`config.mk`:
```
export PLATFORM = sky130hd
export DESIGN_NAME = ifetch_unit
export DESIGN_NICKNAME = d
export VERILOG_FILES = /design/src/rtl/ifetch_unit.sv
export SDC_FILE = /design/constraint.sdc
export NUM_CORES = 1
export LEC_CHECK = 0
export ABC_CLOCK_PERIOD_IN_PS = 2300
export BUFFER_PORTS_ARGS = -buffer_cell sky130_fd_sc_hd__buf_4
export CORE_MARGIN = 3
export CORE_UTILIZATION = 51
export CTS_CLUSTER_SIZE = 40
export DETAILED_ROUTE_END_ITERATION = 8
export GPL_ROUTABILITY_DRIVEN = 0
export MAX_ROUTING_LAYER = met4
export PLACE_DENSITY = 0.8
export SLEW_MARGIN = 0
export SYNTH_ARGS = -nofsm -noshare
export SYNTH_HDL_FRONTEND = slang
export SYNTH_SLANG_ARGS = --single-unit
```
`constraint.sdc`:
```
create_clock -name clk -period 2.3 [get_ports clk]
set_input_delay 0.115 -clock clk [delete_from_list [all_inputs] [get_ports clk]]
set_output_delay 0.115 -clock clk [all_outputs]
set_load 0.005 [all_outputs]
```
`src/rtl/ifetch_unit.sv`:
```
// Single-outstanding instruction fetch: FETCH->WAIT->HOLD, gnt to id_valid in 2 cycles at best.
// Backpressure: HOLD keeps id_* stable and issues nothing until id_ready; redirects drop stale responses.
module ifetch_unit #(
  parameter logic [31:0] RESET_PC = 32'h0000_0000
) (
  input  logic        clk,
  input  logic        rst_n,
  output logic        imem_req,
  output logic [31:0] imem_addr,
  input  logic        imem_gnt,
  input  logic        imem_rvalid,
  input  logic [31:0] imem_rdata,
  input  logic        redirect_valid,
  input  logic [31:0] redirect_pc,
  output logic        id_valid,
  input  logic        id_ready,
  output logic [31:0] id_inst,
  output logic [31:0] id_pc,
  output logic [24:0] id_imm_field
);

  typedef enum logic [2:0] {IDLE, FETCH, WAIT, DRAIN, HOLD} state_t;

  state_t      state;
  logic [31:0] pc;
  logic [31:0] req_pc;
  logic [31:0] redirect_tgt;
  logic        unused_redirect_lsbs;

  assign redirect_tgt         = {redirect_pc[31:2], 2'b00};
  assign unused_redirect_lsbs = ^redirect_pc[1:0];
  assign imem_addr            = pc;
  assign id_imm_field         = id_inst[31:7];

  // imem_req is registered alongside state so it is high exactly in FETCH.
  always_ff @(posedge clk or negedge rst_n) begin
    if (!rst_n) begin
      state    <= IDLE;
      pc       <= RESET_PC;
      req_pc   <= 32'h0;
      id_valid <= 1'b0;
      id_inst  <= 32'h0;
      id_pc    <= 32'h0;
      imem_req <= 1'b0;
    end else begin
      case (state)
        IDLE: begin
          if (redirect_valid) pc <= redirect_tgt;
          state    <= FETCH;
          imem_req <= 1'b1;
        end
        FETCH: begin
          if (redirect_valid) begin
            pc <= redirect_tgt;
            if (imem_gnt) begin
              state    <= DRAIN;
              imem_req <= 1'b0;
            end
          end else if (imem_gnt) begin
            req_pc   <= pc;
            pc       <= pc + 32'd4;
            state    <= WAIT;
            imem_req <= 1'b0;
          end
        end
        WAIT: begin
          if (redirect_valid) begin
            pc <= redirect_tgt;
            if (imem_rvalid) begin
              state    <= FETCH;
              imem_req <= 1'b1;
            end else begin
              state <= DRAIN;
            end
          end else if (imem_rvalid) begin
            id_inst  <= imem_rdata;
            id_pc    <= req_pc;
            id_valid <= 1'b1;
            state    <= HOLD;
          end
        end
        DRAIN: begin
          // The response already in flight belongs to the old path; swallow it.
          if (redirect_valid) pc <= redirect_tgt;
          if (imem_rvalid) begin
            state    <= FETCH;
            imem_req <= 1'b1;
          end
        end
        HOLD: begin
          if (redirect_valid) begin
            pc       <= redirect_tgt;
            id_valid <= 1'b0;
            state    <= FETCH;
            imem_req <= 1'b1;
          end else if (id_valid && id_ready) begin
            id_valid <= 1'b0;
            state    <= FETCH;
            imem_req <= 1'b1;
          end
        end
        default: begin
          state    <= IDLE;
          imem_req <= 1'b0;
        end
      endcase
    end
  end

endmodule

```
==> flow_summary.toml, run 1 <==
[die]
coreArea_sq_um = 11100
ios = 193
die_h_um = 114
dieWidth_um = 114
fp.dieArea_sq_um = 13000
core.rowCount = 38
start_util = 0.535

[cts]
root_buffer = "clkbuf_16"
cts_buffers = 17
cts_setup_buffers = 0
clkLatencyLatePin_ns = 0.42
ctsResizeCount = 0
numClockSinks = 127
clk_pin_slew_worst_paths_ns = 0.05
cts.path.max_buffers = 2
h-tree-depth = 4
cts_tree = "built"

[synthesis]
yosysTopAreaCell = "dfrtp_1"
ys_seq_area_frac = 0.536
syn_avg_cell_area_sq_um = 10.5
synth_top_area_share = 0.536
netlist_instances = 565
syn_area_sq_um = 5930
yosys_warnings = 0
synth_top_cells_by_area = "dfrtp_1, mux2_2, nand2_1, buf_4, a21oi_1"
synth_edf_count = 0
ys_seq_elements = 127
synth-async-reset-ratio = 1.00
synthFlopType = "dfrtp_1"
yosysUniqueCellTypes = 49

[power_and_ir_drop]
p_sw_w = 0.00363
pwr-share-comb = 0.364
internal-power_w = 0.00707
pwr_density_cell_nw_per_um2 = 1300
seqPwrFrac = 0.400
sw_frac_of_total = 0.339
leakagePower_nw = 3.95
power.share.clock = 0.236
ir_worst_vdd_v = 0.000697

[place]
dpl_worst_slack_ns = 0.268
placed_cells = 844
hpwl_um = 10900
io_buffers = 186

[layout]
final_nets = 836
fillers = 761
final_cells = 916
area_growth_pct = 39.3
drive_gt1_frac = 0.392
antenna_cells = 0
final_core_util = 0.746

[timing]
setup_tns_ns = 0
fin_crit_sh = 0.901
fin_ws_ns = 0.228
relSlewSlack = 0.518
fmax_ghz = 0.483
setup_viol = 0
tightest_slew_ns = 0.723
rsz0062_at_grt = "no"
hold_viol = 0
skew_ns = 0.00580
finalCriticalPeriod_ns = 2.07
slew_violations = 0

[route]
vias = 5104
first_pass_iters = 6
ant_nets = 0
post-route-drc-count = 0
post_drt_wl_per_cell_um = 17.6
finalWirelength_um = 16100
viasPerCell = 5.57
drtIter0Drc = 432

[global_route]
grt_use_total = 0.262
grt_max_degree = 76
antenna_found_initial = 0
grt_overflow = 0
grt_pass1_vias = 5075
grt_pass1_wl_um = 25900

[setup_path]
cp.required_ns = 2.60
cp_slowest_stage_delay_ns = 0.51
end_kind = "register"
path_delay_family = "compound AO/OA/AOI/OAI gates"
arrival_ns = 2.37
crit_chain = "nor2_1 > a221o_1 > buf_4 > o21ai_0 > nand2_1 > o21ai_0"
start_kind = "register"
setup.worst_path.class = "register to register"
crit_path_top_delay_cell = "a221o_1"
cp_max_fo = 11
crit_top_cell = "o21ai_0"
crit_buf_inv = 1

[outcome]
status = "finished, final reports clean"

[hold_path]
hold_class = "input pin to register"

[job]
drv_cap = 0
## sequential cells by signal, indices dropped and copies added, names as in the netlist
register   count
state          3
req_pc        30
imem_req       1
imem_addr     30
id_valid       1
id_inst       32
id_pc         30
## cell families (layout without fill, tap and decap cells)
kind of cell	Yosys count	count (layout)	synth area share
AND/OR/NAND/NOR	203	203	0.164
flip-flops	127	127	0.536
AO/OA/AOI/OAI	99	99	0.107
buffers and inverters	70	278	0.0682
multiplexers	64	64	0.121
adder cells (fa/ha/maj)	1	1	0.00211
other	1	4	0.000633
## final timing paths
kind / to / slack (ns) / start / cells after the start
worst max register to register: imem_addr[9] / 0.23 / state[1] / 6
worst max-delay path: imem_addr[9] / 0.23 / state[1] / 6
worst min register to register: req_pc[19] / 0.47 / req_pc[19] / 2
max in group asynchronous: id_inst[8] / 1.29 / rst_n / 3
worst min-delay path: imem_addr[18] / 0.02 / redirect_pc[18] / 3
min in group asynchronous: id_inst[31] / 0.30 / rst_n / 2
## cells in the mapped netlist (all sizes together), types with 2 or more instances
cell type	count
o22a	5
mux2i	2
buf	51
a21oi	29
dfrtp	127
o2bb2a	2
a311oi	6
nand3	15
a211oi	3
or3	9
clkbuf	14
or2	2
a31oi	5
a41oi	2
nand4	12
nand2	104
inv	5
a2bb2oi	3
o21ai	23
mux2	62
and3	6
nor3	10
nor2b	6
and2	3
o32ai	2
o22ai	8
nor2	30
o21a	2
and4	3
## per-layer routing
metal,GRT usage,wire (um)
met1,0.319,6370
met2,0.421,8080
met3,0.0504,1080
met4,0.124,548
met5,-,0
## what timing repair did
item | 4_1_cts | 5_1_grt
endpoints found under the hold margin | 114 | 0
endpoints found under the setup margin | 0 | 0
hold buffers | 42 | 0
## worst register-to-register path, cell delays in order (launching register included)
cell,delay [ns]
dfrtp_1,0.49
nor2_1,0.38
a221o_1,0.51
buf_4,0.27
o21ai_0,0.12
nand2_1,0.11
o21ai_0,0.08
## area by class of cell
| class | count | area (sq um) | share of cell area |
|---|---|---|---|
| Multi-Input combinational cell | 371 | 2370 | 0.287 |
| Tap cell | 140 | 175 | 0.0212 |
| Clock inverter | 6 | 57.6 | 0.00697 |
| Inverter | 5 | 18.8 | 0.00227 |
| Sequential cell | 127 | 3180 | 0.385 |
| Timing Repair Buffer | 243 | 1960 | 0.237 |
| Clock buffer | 24 | 502 | 0.0607 |
## cell usage in the layout, fill, tap and decap left out, types with 2 or more instances in the layout
master           n
dlygate4sd3_1   42
a21oi_1         29
o21ai_0         23
a2bb2oi_1        3
buf_4          198
o22ai_1          8
clkbuf_8         5
a41oi_1          2
conb_1           4
and3_1           6
inv_1            5
o22a_1           5
nor3_2           2
mux2_2          62
a31oi_1          5
dfrtp_1        127
clkbuf_16       17
and4_1           3
nor2_2           2
clkinv_2         4
nand3_1         15
mux2i_1          2
a311oi_1         6
buf_12           2
nor2_1          28
or2_2            2
a211oi_1         3
o32ai_1          2
or3_1            8
nand4_4          2
nand4_1         10
nor3_1           7
nand2_1        104
clkbuf_1         2
o21a_1           2
nor2b_1          6
and2_1           3
o2bb2a_1         2
## power by group through the flow
stage          logic, W  registers, W  clock network, W
2_1_floorplan   0.00212       0.00403                 0
6_report        0.00390       0.00429           0.00252
4_1_cts         0.00391       0.00426           0.00257
3_3_place_gp    0.00371       0.00420                 0
3_5_place_dp    0.00383       0.00429                 0
5_1_grt         0.00425       0.00445           0.00268
## metrics by stage
stage          power [W]  instance area, sq um  hold WS [ns]
2_1_floorplan    0.00615                  5940        -0.181
3_3_place_gp     0.00791                  7280         0.192
3_5_place_dp     0.00813                  7280         0.199
4_1_cts           0.0107                  8260       0.00616
5_1_grt           0.0114                  8260       0.00868
6_report          0.0107                  8260        0.0217
Note: power is estimated with default switching activity, not from simulation.
==> inputs of run 2 (changes only) <==
--- a/config.mk
+++ b/config.mk
@@ -8,12 +8,11 @@
 export ABC_CLOCK_PERIOD_IN_PS = 2300
 export BUFFER_PORTS_ARGS = -buffer_cell sky130_fd_sc_hd__buf_4
 export CORE_MARGIN = 3
-export CORE_UTILIZATION = 51
+export CORE_UTILIZATION = 30
 export CTS_CLUSTER_SIZE = 40
 export DETAILED_ROUTE_END_ITERATION = 8
 export GPL_ROUTABILITY_DRIVEN = 0
 export MAX_ROUTING_LAYER = met4
-export PLACE_DENSITY = 0.8
 export SLEW_MARGIN = 0
 export SYNTH_ARGS = -nofsm -noshare
 export SYNTH_HDL_FRONTEND = slang
==> constraint.sdc (replaced) <==
create_clock -name clk -period 2.3 [get_ports clk]
set_input_delay 0.23 -clock clk [delete_from_list [all_inputs] [get_ports clk]]
set_output_delay 0.23 -clock clk [all_outputs]
set_load 0.005 [all_outputs]
==> run 2 against run 1 <==
- sequential share of layout area grew 0.83 points
- largest power group unchanged
- core utilization decreased by 32 points
- die area increased by 66%
- highest routed layer unchanged
- clock power increased by 8.3%
- critical endpoint is now imem_addr[7]
- via count down 7.0%
- clock skew is 0.0025 ns higher
- register-to-register slack better by 0.07 ns
- global-route usage is 10 points lower
==> flow_summary.toml, run 2 (same netlist as run 1, synthesis figures left out) <==
[outcome]
status = "finished, final reports clean"

[layout]
layout_commonest_cell = "buf_4"
drive_gt1_frac = 0.418
top_register = "id_inst"
largest_register_ff_count = 32
fillers = 1869
antenna_cells = 0
final_nets = 795
area_growth_pct = 36.4
final_cell_mix = "buf_4, dfrtp_1, nand2_1"

[setup_path]
cp_slowest_stage_delay_ns = 0.56
cp_max_fo = 24
start_kind = "register"
path_delay_family = "simple AND/OR/NAND/NOR gates"
crit_path_top_delay_cell = "dfrtp_1"
crit_chain = "mux2i_1 > or2_2 > or3_1 > o21ai_0 > a21oi_1"
end_kind = "register"
crit_buf_inv = 0
arrival_ns = 2.29
cp.required_ns = 2.59
reg2reg_slack_ns = 0.29
setup.worst_path.class = "register to register"

[route]
finalWirelength_um = 16300
ant_nets = 0
vias = 4746
viasPerCell = 4.76
first_pass_iters = 4
post_drt_wl_per_cell_um = 16.3
drtIter0Drc = 244
post-route-drc-count = 0

[global_route]
antenna_found_initial = 0
grtUsageMet2 = 0.234
grt.met1_usage = 0.207
grt_busiest_layer = "met2"
grt_overflow = 0
grt_max_degree = 65
grt_use_total = 0.157
grt_pass1_wl_um = 26000
globalRouteMet3Util = 0.0472
grt_pass1_vias = 4698

[power_and_ir_drop]
ir_worst_vdd_v = 0.000676
leakagePower_nw = 3.80
pwr_density_cell_nw_per_um2 = 1340

[hold_path]
hold_class = "input pin to register"

[cts]
h-tree-depth = 4
cts.path.max_buffers = 2
cts_buffers = 17
cts_setup_buffers = 0
numClockSinks = 127
root_buffer = "clkbuf_16"
clkLatencyLatePin_ns = 0.42
clk_pin_slew_worst_paths_ns = 0.06
cts-hold-fix-buffers = 1
cts_tree = "built"
ctsResizeCount = 0

[die]
start_util = 0.311
coreArea_sq_um = 19100
fp.dieArea_sq_um = 21500
dieWidth_um = 147
core.rowCount = 50
ios = 193
die_h_um = 147

[timing]
fin_crit_sh = 0.872
hold_viol = 0
tightest_slew_ns = 0.539
holdWs_ns = 0.0419
skew_ns = 0.00835
setup_viol = 0
slew_violations = 0
setup_tns_ns = 0
rsz0062_at_grt = "no"
fmax_ghz = 0.499
relSlewSlack = 0.641
finalCriticalPeriod_ns = 2.01

[job]
drv_cap = 0

[place]
io_buffers = 186
hpwl_um = 11400
run 2: cell count changes in the layout (fill, tap and decap cells not counted), moves of 2 or more:
cell / before / now
buf_12: 2 / 4
buf_4: 198 / 196
clkbuf_8: 5 / 3
clkinv_2: 4 / 2
clkinv_4: 0 / 2
dlygate4sd3_1: 42 / 1
inv_6: 0 / 3
run 2: metal layers:
metal / vias to the layer above / share of wire
li1: 2283 / -
met1: 2320 / 0.46
met2: 127 / 0.48
met3: 16 / 0.052
met4: 0 / 0.015
met5: - / 0
run 2: tightest hold or removal path: stages:
cell and delay (ns):
buf_4 0.08, nand2_1 0.04, nand3_1 0.07
run 2: worst paths after layout:
kind	startpoint	endpoint	cells past startpoint
worst min-delay path	redirect_pc[27]	imem_addr[27]	3
worst max-delay path	state[2]	imem_addr[7]	5
min in group asynchronous	rst_n	id_pc[11]	2
worst min register to register	req_pc[30]	req_pc[30]	2
worst max register to register	state[2]	imem_addr[7]	5
max in group asynchronous	rst_n	id_inst[22]	3
run 2: stage by stage:
stage,utilization,area [sq um],total power (W),instances,setup WS (ns)
6_report,0.424,8090,0.0108,997,0.295
3_3_place_gp,0.392,7480,0.00810,964,0.357
5_1_grt,0.424,8090,0.0116,997,0.144
4_1_cts,0.424,8090,0.0110,997,0.310
2_1_floorplan,-,5940,0.00615,568,0.597
3_5_place_dp,0.392,7480,0.00818,964,0.327
run 2: layout make-up:
| cell class | instances | area (sq um) | share of cell area |
|---|---|---|---|
| clock buffers | 21 | 470 | 0.0582 |
| clock inverters | 11 | 129 | 0.0159 |
| inverters | 5 | 18.8 | 0.00232 |
| multi-input cells | 371 | 2390 | 0.296 |
| flip-flops and latches | 127 | 3180 | 0.393 |
| well taps | 260 | 325 | 0.0402 |
| repair buffers | 202 | 1570 | 0.195 |
run 2: where the power goes:
part / switching, W / internal [W]
Combinational: 0.00165 / 0.00220
Sequential: 0.000989 / 0.00325
Clock: 0.00103 / 0.00169
Total: 0.00368 / 0.00714
==> inputs of run 3 (changes only) <==
--- a/config.mk
+++ b/config.mk
@@ -5,7 +5,7 @@
 export SDC_FILE = /design/constraint.sdc
 export NUM_CORES = 1
 export LEC_CHECK = 0
-export ABC_CLOCK_PERIOD_IN_PS = 2300
+export ABC_CLOCK_PERIOD_IN_PS = 2100
 export BUFFER_PORTS_ARGS = -buffer_cell sky130_fd_sc_hd__buf_4
 export CORE_MARGIN = 3
 export CORE_UTILIZATION = 30
==> constraint.sdc (replaced) <==
create_clock -name clk -period 2.1 [get_ports clk]
set_input_delay 0.21 -clock clk [delete_from_list [all_inputs] [get_ports clk]]
set_output_delay 0.21 -clock clk [all_outputs]
set_load 0.005 [all_outputs]
==> run 3 against run 2 <==
- sequential cell count stayed put
- combinational power increased by 16%
- power rose by 12%
- via count is 3.8% higher
- die area is the same
- non-clock buffer count is 26 higher
- sequential power is 8.3% higher
- register-to-register slack got worse by 0.13 ns
- count of clock-buffer cells in the layout rose by 1
- clock skew shrank 0.00089 ns
- sequential share of layout area decreased by 1.3 points
- worst setup slack worse by 0.13 ns
==> flow_summary.toml, run 3 (same netlist as run 1, synthesis figures left out) <==
[outcome]
status = "finished, final reports clean"

[timing]
finalCriticalPeriod_ns = 1.93
rsz0062_at_grt = "no"
fin_crit_sh = 0.921
slew_violations = 0
skew_ns = 0.00745
setup_viol = 0
setup_tns_ns = 0
hold_viol = 0
fmax_ghz = 0.517

[setup_path]
critical_path_depth = 6
crit_end = "imem_addr[16]"
reg2reg_slack_ns = 0.17
start_kind = "register"
crit_path_top_delay_cell = "dfrtp_1"
crit_path_start = "state[1]"
cp.required_ns = 2.44
arrival_ns = 2.27
cp_slowest_stage_delay_ns = 0.53
worst_r2r_startpoint = "state[1]"
reg2reg_depth = 6
setup.worst_path.class = "register to register"
cp_max_fo = 10
end_kind = "register"
path_delay_family = "simple AND/OR/NAND/NOR gates"
crit_buf_inv = 1
rr_endpoint = "imem_addr[16]"
crit_chain = "mux2i_1 > or2_2 > buf_4 > nor4_1 > a21oi_1 > o22ai_1"

[layout]
drive_gt1_frac = 0.423
ff_latch_area_sq_um = 3180
top_register = "id_inst"
fillers = 1829
final_nets = 821
multi_input_area_sq_um = 2390
stdcell_area_sq_um = 8370
layout_commonest_cell = "buf_4"
largest_register_ff_count = 32
antenna_cells = 0
final_core_util = 0.438
area_growth_pct = 41.1
final_cell_mix = "buf_4, dfrtp_1, nand2_1"

[route]
first_pass_iters = 4
vias = 4926
drtIter0Drc = 252
finalWirelength_um = 16800
viasPerCell = 4.82
ant_nets = 0
post-route-drc-count = 0
post_drt_wl_per_cell_um = 16.5

[cts]
clk_pin_slew_worst_paths_ns = 0.06
clkLatencyLatePin_ns = 0.42
root_buffer = "clkbuf_16"
cts_tree = "built"
cts_buffers = 17
cts.path.max_buffers = 2
h-tree-depth = 4
cts_setup_buffers = 0
numClockSinks = 127

[power_and_ir_drop]
seqPwrFrac = 0.379
sw_frac_of_total = 0.334
pwr_density_cell_nw_per_um2 = 1450
leakagePower_nw = 3.94
p_sw_w = 0.00405
total_power_w = 0.0121
power.share.clock = 0.252
pwr-share-comb = 0.369
ir_worst_vdd_v = 0.000708
internal-power_w = 0.00809

[place]
io_buffers = 186
hpwl_um = 11900
placed_cell_area_sq_um = 7640

[die]
fp.dieArea_sq_um = 21500
ios = 193
start_util = 0.311
dieWidth_um = 147
die_h_um = 147
core.rowCount = 50
coreArea_sq_um = 19100

[job]
drv_cap = 0

[global_route]
grt_max_degree = 49
grt_use_total = 0.163
grt_pass1_wl_um = 26800
grt_overflow = 0
antenna_found_initial = 0
grt_pass1_vias = 4932

[hold_path]
hold_class = "input pin to register"
[run 3: cell count changes in the layout (fill, tap and decap cells not counted), sizes merged]
cell	previous run	this run
buf	201	216
clkbuf	21	22
clkinv	4	3
bufinv	2	3
inv	8	6
dlygate4sd3	1	12
[run 3: per-layer routing]
layer	routed length, um	GRT usage	up-vias
li1	-	-	2321
met5	0	-	-
met4	246	0.0541	0
met2	8120	0.252	144
met1	7400	0.207	2441
met3	1070	0.0462	20
[run 3: worst min-delay path by stage]
stage	start	end	slack, ns	depth (start not counted)
3_3_place_gp	rst_n	id_inst[31]	0.20	1
3_5_place_dp	rst_n	id_inst[31]	0.20	1
5_1_grt	imem_rdata[2]	id_inst[2]	0.003	2
6_report	imem_rdata[2]	id_inst[2]	0.02	2
4_1_cts	imem_rdata[14]	id_inst[14]	0.0002	2
2_1_floorplan	rst_n	id_inst[0]	-0.09	0
[run 3: layout make-up]
type,count,share of cell area
clock buffer,22,0.0567
timing repair buffer,228,0.221
tap,260,0.0389
clock inverter,9,0.0159
inverter,5,0.00224
sequential,127,0.380
multi-input combinational,371,0.286
[run 3: repair_timing]
action,in CTS,in global routing
hold buffers,12,0
endpoints found under the hold margin,55,0
resized for setup,0,1
endpoints found under the setup margin,0,1
[run 3: power by group through the flow]
stage	clock network (W)	registers, W	logic, W
after detailed placement	0	0.00462	0.00453
final	0.00306	0.00459	0.00448
after global routing	0.00324	0.00479	0.00495
after floorplan	0	0.00442	0.00232
after global placement	0	0.00459	0.00447
after CTS	0.00314	0.00459	0.00456
[run 3: stage by stage]
step	hold WS, ns	worst slack (ns)	std cells
floorplan	-0.0856	0.397	568
CTS	0.000187	0.128	1022
finish	0.0210	0.167	1022
global route	0.00316	0.00651	1022
global placement	0.199	0.238	979
detailed placement	0.200	0.192	979
